File: config.mk
export PLATFORM = sky130hd
export DESIGN_NAME = multiplier_datapath_flat
export DESIGN_NICKNAME = d
export VERILOG_FILES = /design/src/rtl/multiplier_datapath_if.sv /design/src/rtl/multiplier_datapath.sv /design/src/flat_wrapper.sv
export SDC_FILE = /design/constraint.sdc
export NUM_CORES = 1
export LEC_CHECK = 0
export ABC_CLOCK_PERIOD_IN_PS = 2600
export CAP_MARGIN = 20
export CORE_MARGIN = 4
export CORE_UTILIZATION = 47
export DETAILED_ROUTE_END_ITERATION = 12
export HOLD_SLACK_MARGIN = 0.06
export PLACE_DENSITY = 0.77
export SLEW_MARGIN = 15
export SYNTH_ARGS = -nofsm -noshare
export SYNTH_HDL_FRONTEND = slang
export SYNTH_SLANG_ARGS = --single-unit
File: constraint.sdc
create_clock -name Clk -period 2.6 [get_ports Clk]
set_input_delay 0.52 -clock Clk [delete_from_list [all_inputs] [get_ports Clk]]
set_output_delay 0.52 -clock Clk [all_outputs]
set_load 0.02 [all_outputs]
File: src/rtl/multiplier_datapath_if.sv
// ----------------------------------------------------------------------------
// multiplier_datapath_if
// Strobe/data bundle between the add-shift multiplier control FSM and its
// register/arithmetic datapath.
//
// Signals:
//   LD_XA    load the adder result into {X, A}
//   LD_B     load Din into B
//   Shift_EN arithmetic right shift of {X, A, B}
//   Cnt_EN   increment the iteration counter
//   Clr_XA   clear X, A and the counter
//   SUB_ADD  adder mode (0 = A + Din, 1 = A - Din)
//   Din      8-bit two's complement operand
//   M        current multiplier bit (B[0])
//   count    3-bit iteration counter
//   X        sign-extension bit
//   Aval     register A
//   Bval     register B
//
// Modports: master = control FSM / stimulus side, slave = datapath.
// ----------------------------------------------------------------------------
interface multiplier_datapath_if;
  logic       LD_XA;
  logic       LD_B;
  logic       Shift_EN;
  logic       Cnt_EN;
  logic       Clr_XA;
  logic       SUB_ADD;
  logic [7:0] Din;
  logic       M;
  logic [2:0] count;
  logic       X;
  logic [7:0] Aval;
  logic [7:0] Bval;

  modport master (
    output LD_XA, LD_B, Shift_EN, Cnt_EN, Clr_XA, SUB_ADD, Din,
    input  M, count, X, Aval, Bval
  );

  modport slave (
    input  LD_XA, LD_B, Shift_EN, Cnt_EN, Clr_XA, SUB_ADD, Din,
    output M, count, X, Aval, Bval
  );
endinterface

File: src/rtl/multiplier_datapath.sv
// ----------------------------------------------------------------------------
// multiplier_datapath
// Register and arithmetic half of the 8-bit signed add-shift multiplier.
// Holds the 17-bit product register {X, A, B} and the 3-bit iteration counter,
// and executes the per-cycle strobes issued by the control FSM.
//
// Ports:
//   Clk    system clock, all state updates on the rising edge
//   Reset  synchronous, active-high reset (clears every register)
//   bus    multiplier_datapath_if.slave: strobes, Din, SUB_ADD in;
//          M, count, X, Aval, Bval out (all direct register outputs)
//
// Build option:
//   MULT_DP_CNT_SAT_EN  defined: count saturates at 7.
//                       undefined: count wraps 7 -> 0.
// ----------------------------------------------------------------------------
module multiplier_datapath (
  input  logic                  Clk,
  input  logic                  Reset,
  multiplier_datapath_if.slave  bus
);

  logic              r_x;
  logic        [7:0] r_a;
  logic        [7:0] r_b;
  logic        [2:0] r_count;

  logic signed [8:0] w_a_ext;
  logic signed [8:0] w_din_ext;
  logic signed [8:0] w_cin;
  logic signed [8:0] w_sum;
  logic              w_shift;

  // Counter increment with the end-of-range behaviour chosen at build time.
  function automatic logic [2:0] f_cnt_inc(input logic [2:0] c);
`ifdef MULT_DP_CNT_SAT_EN
    return (c == 3'd7) ? c : c + 3'd1;
`else
    return c + 3'd1;
`endif
  endfunction

  // 9-bit sign-extended add/subtract; subtract is invert-and-carry-in.
  assign w_a_ext   = $signed({r_a[7], r_a});
  assign w_din_ext = $signed({bus.Din[7], bus.Din}) ^ $signed({9{bus.SUB_ADD}});
  assign w_cin     = $signed({8'd0, bus.SUB_ADD});
  assign w_sum     = w_a_ext + w_din_ext + w_cin;

  // The 17-bit register only ever shifts as a whole: any load or clear in the
  // same cycle suppresses the shift for all of {X, A, B}.
  assign w_shift = bus.Shift_EN & ~bus.LD_XA & ~bus.LD_B & ~bus.Clr_XA;

  always_ff @(posedge Clk) begin
    if (Reset) begin
      r_x     <= 1'b0;
      r_a     <= 8'h00;
      r_b     <= 8'h00;
      r_count <= 3'd0;
    end else begin
      if (bus.Clr_XA) begin
        r_x <= 1'b0;
        r_a <= 8'h00;
      end else if (bus.LD_XA) begin
        r_x <= w_sum[8];
        r_a <= w_sum[7:0];
      end else if (w_shift) begin
        r_a <= {r_x, r_a[7:1]};
      end

      if (bus.LD_B) begin
        r_b <= bus.Din;
      end else if (w_shift) begin
        r_b <= {r_a[0], r_b[7:1]};
      end

      if (bus.Clr_XA) begin
        r_count <= 3'd0;
      end else if (bus.Cnt_EN) begin
        r_count <= f_cnt_inc(r_count);
      end
    end
  end

  assign bus.M     = r_b[0];
  assign bus.X     = r_x;
  assign bus.Aval  = r_a;
  assign bus.Bval  = r_b;
  assign bus.count = r_count;

endmodule

File: src/flat_wrapper.sv
// flat-port wrapper written by rule: the top's interface ports become plain ports
module multiplier_datapath_flat 
  (Clk, Reset, bus_LD_XA, bus_LD_B, bus_Shift_EN, bus_Cnt_EN, bus_Clr_XA, bus_SUB_ADD, bus_Din, bus_M, bus_count, bus_X, bus_Aval, bus_Bval);
  multiplier_datapath_if bus_i ();
  input  logic Clk;
  input  logic Reset;
  input wire logic [$bits(bus_i.LD_XA)-1:0] bus_LD_XA;
  input wire logic [$bits(bus_i.LD_B)-1:0] bus_LD_B;
  input wire logic [$bits(bus_i.Shift_EN)-1:0] bus_Shift_EN;
  input wire logic [$bits(bus_i.Cnt_EN)-1:0] bus_Cnt_EN;
  input wire logic [$bits(bus_i.Clr_XA)-1:0] bus_Clr_XA;
  input wire logic [$bits(bus_i.SUB_ADD)-1:0] bus_SUB_ADD;
  input wire logic [$bits(bus_i.Din)-1:0] bus_Din;
  output wire logic [$bits(bus_i.M)-1:0] bus_M;
  output wire logic [$bits(bus_i.count)-1:0] bus_count;
  output wire logic [$bits(bus_i.X)-1:0] bus_X;
  output wire logic [$bits(bus_i.Aval)-1:0] bus_Aval;
  output wire logic [$bits(bus_i.Bval)-1:0] bus_Bval;
  assign bus_i.LD_XA = bus_LD_XA;
  assign bus_i.LD_B = bus_LD_B;
  assign bus_i.Shift_EN = bus_Shift_EN;
  assign bus_i.Cnt_EN = bus_Cnt_EN;
  assign bus_i.Clr_XA = bus_Clr_XA;
  assign bus_i.SUB_ADD = bus_SUB_ADD;
  assign bus_i.Din = bus_Din;
  assign bus_M = bus_i.M;
  assign bus_count = bus_i.count;
  assign bus_X = bus_i.X;
  assign bus_Aval = bus_i.Aval;
  assign bus_Bval = bus_i.Bval;
  multiplier_datapath u_core (.Clk(Clk), .Reset(Reset), .bus(bus_i));
endmodule
### Word-level counts from Yosys, hierarchy flattened

Index checks and enable logic that the tools add are counted.

* $add $sub $neg: 3
* mux-type cells: 4
* bitwise gates (word level): 7
* reductions and logical operators: 3

Operators by type and width (count)
* 8-bit 2-to-1 mux: 4
* 8-bit by 8-bit adder with 9-bit output: 1
* 9-bit by 2-bit adder with 9-bit output: 1
* 8-bit by 1-bit bitwise XOR with 8-bit output: 1
* 2-bit nonzero test: 2
* 3-bit by 1-bit adder with 3-bit output, second input constant: 1
* 1-bit bitwise AND: 3
* 1-bit NOT: 3
* 2-bit OR reduction: 1

* register bits: 20
* output and inout port bits: 21
* logic and storage cells: 21

### Depth between registers and ports, before layout

* depth in word-level cells: 6
* mapped depth: 9
* mapped depth without buffers: 8

### Worst setup path after synthesis

Ideal clock, no wire load.

* path type: input-to-reg
* start point: input bus_SUB_ADD
* end point: register u_core.r_a[6] (netlist: u_core.bus.Aval[6])
* library setup time: 0.116 ns
* arrival: 1.939 ns
* data required time: 2.484 ns
* path slack: 0.545 ns
* stages: 8
* buffers on the path: 1
* cells stage by stage: buf_4 xor2_1 inv_1 fa_1 nand3b_1 a21oi_1 nor2_1 a41o_1

* word-level cells in the longest chain between the ends: 4

Ends and longest elaborated chain
* start, declared: line flat_wrapper.sv:12 `input wire logic [$bits(bus_i.SUB_ADD)-1:0] bus_SUB_ADD;`
* 8-bit by 1-bit bitwise XOR with 8-bit output: line multiplier_datapath.sv:45 `assign w_din_ext = $signed({bus.Din[7], bus.Din}) ^ $signed({9{bus.SUB_ADD}});`
* 8-bit by 8-bit adder with 9-bit output: line multiplier_datapath.sv:47 `assign w_sum = w_a_ext + w_din_ext + w_cin;`
* 9-bit by 2-bit adder with 9-bit output *: line multiplier_datapath.sv:47
* 8-bit 2-to-1 mux *: line multiplier_datapath.sv:63 `end else if (bus.LD_XA) begin`
* end signal, assigned: line multiplier_datapath.sv:65 `r_a <= w_sum[7:0];`
* end signal, assigned: line multiplier_datapath.sv:67 `r_a <= {r_x, r_a[7:1]};`
* end, declared: line multiplier_datapath.sv:24 `logic [7:0] r_a;`

Every way passes the cells marked *; elsewhere a longest branch is shown, timed or not.
A chain may end at the register's enable or synchronous reset.

### Worst setup path in the final report

* start point: input bus_SUB_ADD
* end point: register u_core.r_a[4] (netlist: u_core.bus.Aval[4])

The elaborated chain is that of the path after synthesis.

==> metrics.json <==
{
  "synth_edf_count": {"value": 0},
  "grt_pass1_wl": {"value": 5280, "unit": "um"},
  "most_common_library_cells_after_synthesis": {"value": "26 x nor2_1, 20 x dfxtp_1, 19 x a21oi_1"},
  "crit_path_start": {"value": "bus_SUB_ADD"},
  "drt_first_pass_iters": {"value": 4},
  "critical_path.endpoint_type": {"value": "register"},
  "timing_worst_slew_pin_value": {"value": 0.405, "unit": "ns"},
  "routed_wl": {"value": 3240, "unit": "um"},
  "dieHeight": {"value": 60.8, "unit": "um"},
  "status": {"value": "finished clean"},
  "gp_congestion": {"value": 0.903},
  "worst_setup_hold_path_clk_slew": {"value": 0.13, "unit": "ns"},
  "worst-path-max-fanout": {"value": 6},
  "netlist.area_leader.share": {"value": 0.305},
  "yosys_synthesis_warning_count": {"value": 0},
  "rows": {"value": 18},
  "placedCellCount": {"value": 218},
  "average_via_count_per_standard_cell": {"value": 5.59},
  "cts_repair_resize_count": {"value": 0},
  "timing.slew.headroom": {"value": 0.728},
  "nNetsFinal": {"value": 219},
  "synth_register_bits": {"value": 20},
  "post_synth_cell_types": {"value": 34},
  "vias_in_the_first_global_route": {"value": 1204},
  "antennaDiodeCount": {"value": 0},
  "start_util": {"value": 0.511},
  "synthesis.nets": {"value": 179},
  "tritoncts": {"value": "built"},
  "worst-endpoint-arrival": {"value": 2.61, "unit": "ns"},
  "post-route-util": {"value": 0.680},
  "finalWorstPathRequiredPeriod": {"value": 2.40, "unit": "ns"},
  "clock_tree.htree_level_count": {"value": 1},
  "p_leak": {"value": 0.686, "unit": "nW"},
  "fmax": {"value": 417, "unit": "MHz"},
  "port-buffer-count": {"value": 36},
  "timing.final.setup_violations": {"value": 0},
  "ioPinCount": {"value": 37},
  "hold_buffers": {"value": 0},
  "post_cts.repair.setup_buffers": {"value": 0},
  "seq_area_frac_synth": {"value": 0.305},
  "final_max_tran_viols": {"value": 0},
  "core_area": {"value": 0.00257, "unit": "mm^2"},
  "crit_path_start_kind": {"value": "input port"},
  "rsz0062_at_grt": {"value": "no"},
  "hold_viol": {"value": 0},
  "drc": {"value": 0},
  "worst_ep_required_time": {"value": 2.81, "unit": "ns"},
  "post_synth_main_area_contributors": {"value": "dfxtp_1 31%, ha_1 8.6%, mux2i_1 8.4%"},
  "final.period_utilization": {"value": 0.921},
  "antenna_violations_before_repair": {"value": 0},
  "wl_per_cell": {"value": 14.6, "unit": "um"},
  "synthCells": {"value": 153},
  "syn-cell-area": {"value": 0.00131, "unit": "mm^2"},
  "grt_overflow": {"value": 0},
  "worstHoldStart": {"value": "u_core.bus.count[1]"},
  "drive_gt1_frac": {"value": 0.0885},
  "detailed_place.area": {"value": 0.00171, "unit": "mm^2"},
  "detailed_placement_hpwl": {"value": 2540, "unit": "um"},
  "clock_insertion_delay_worst_skew": {"value": 0.32, "unit": "ns"},
  "postRouteAntennaNets": {"value": 0},
  "final.setup_skew": {"value": 0.00961, "unit": "ns"},
  "syn-mean-instance-area": {"value": 8.58, "unit": "um^2"},
  "drt_iter0_drc": {"value": 44},
  "chipWidth": {"value": 60.8, "unit": "um"},
  "finalPower": {"value": 0.778, "unit": "mW"},
  "grt_start_max_net_pins": {"value": 17},
  "cts.path.max_buffers": {"value": 2},
  "syn2layout_area_growth": {"value": 33.1, "unit": "%"},
  "clock_sink_count": {"value": 20},
  "stdcell_area": {"value": 0.00175, "unit": "mm^2"},
  "p_per_area": {"value": 445, "unit": "mW/mm^2"},
  "vias": {"value": 1242},
  "netlist.top_cell.by_area": {"value": "dfxtp_1"},
  "numCtsBuffers": {"value": 3},
  "startpoint_of_the_most_critical_register_to_register_path": {"value": "u_core.bus.Aval[0]"},
  "holdCritPathClass": {"value": "reg2reg"},
  "max_cap_violations": {"value": 0},
  "cts.root.buffer_cell": {"value": "clkbuf_4"},
  "max-vdd-ir-drop": {"value": 0.263, "unit": "mV"},
  "gr-usage-all-layers": {"value": 0.194},
  "fin_setup_tns": {"value": 0, "unit": "ns"},
  "die_area": {"value": 0.00370, "unit": "mm^2"},
  "synth_flop_cell": {"value": "dfxtp_1"},
  "path_class": {"value": "in2reg"},
  "yosysMostFrequentCell": {"value": "nor2_1"},
  "fin_cells": {"value": 222},
  "share_of_flip_flops_with_an_asynchronous_set_or_reset_after_synthesis": {"value": 0}
}
==> flip-flops by register name, indices dropped and copies added, names as in the netlist <==
register / count
u_core.bus.Bval: 8
u_core.bus.Aval: 8
u_core.bus.count: 3
u_core.bus.X: 1
==> critical path, stage by stage <==
cell and delay (ns):
clkdlybuf4s50_1 0.64, xor2_1 0.24, inv_1 0.08, fa_1 0.41
nand3b_1 0.20, and3_1 0.19, o21ai_0 0.21, a21oi_1 0.10
==> cell type report <==
class | count | area, um^2
Sequential cell | 20 | 400
Inverter | 3 | 11.3
Timing Repair Buffer | 45 | 428
Clock buffer | 4 | 36.3
Fill cell | 224 | 821
Multi-Input combinational cell | 120 | 833
Tap cell | 30 | 37.5
==> final timing paths <==
check / depth (start not counted) / slack [ns] / endpoint
worst max-delay path: 8 / 0.20 / u_core.bus.Aval[4]
worst min-delay path: 2 / 0.56 / u_core.bus.count[1]
worst max register to register: 6 / 0.78 / u_core.bus.Aval[4]
worst min register to register: 2 / 0.56 / u_core.bus.count[1]
==> power breakdown <==
group / switching [mW] / internal, mW / total [mW]
combinational: 0.127 / 0.121 / 0.248
clock: 0.105 / 0.0856 / 0.191
sequential: 0.0161 / 0.323 / 0.339
total: 0.249 / 0.529 / 0.778
==> metal layers <==
layer  wire, um  GRT usage
met1       1430      0.229
met2       1580      0.334
met3        192     0.0511
met4         44     0.0774
met5          0          0
==> stage by stage <==
step / setup WS, ns / hold WS [ns]
6_report: 0.205 / 0.555
5_1_grt: 0.0921 / 0.573
4_1_cts: 0.227 / 0.549
3_5_place_dp: -0.0818 / 0.521
3_3_place_gp: 0.00235 / 0.495
2_1_floorplan: 0.545 / 0.592
==> layout by cell type (no fill, tap or decap), types with 4 or more instances in the layout <==
cell type and count:
dfxtp_1 20, clkdlybuf4s50_1 36, a21oi_1 19, ha_1 9, nand2_1 6, xor2_1 10
o21ai_0 4, mux2i_1 11, nor2_1 26, buf_4 9
==> cell families after synthesis <==
logic type	count (synthesis)	synth area share
XOR/XNOR	12	0.0801
adder cells (fa/ha/maj)	10	0.101
buffers and inverters	13	0.0601
multiplexers	11	0.0839
flip-flops	20	0.305
AO/OA/AOI/OAI	38	0.180
AND/OR/NAND/NOR	49	0.190
No activity file was read; power rests on OpenSTA's default activity.
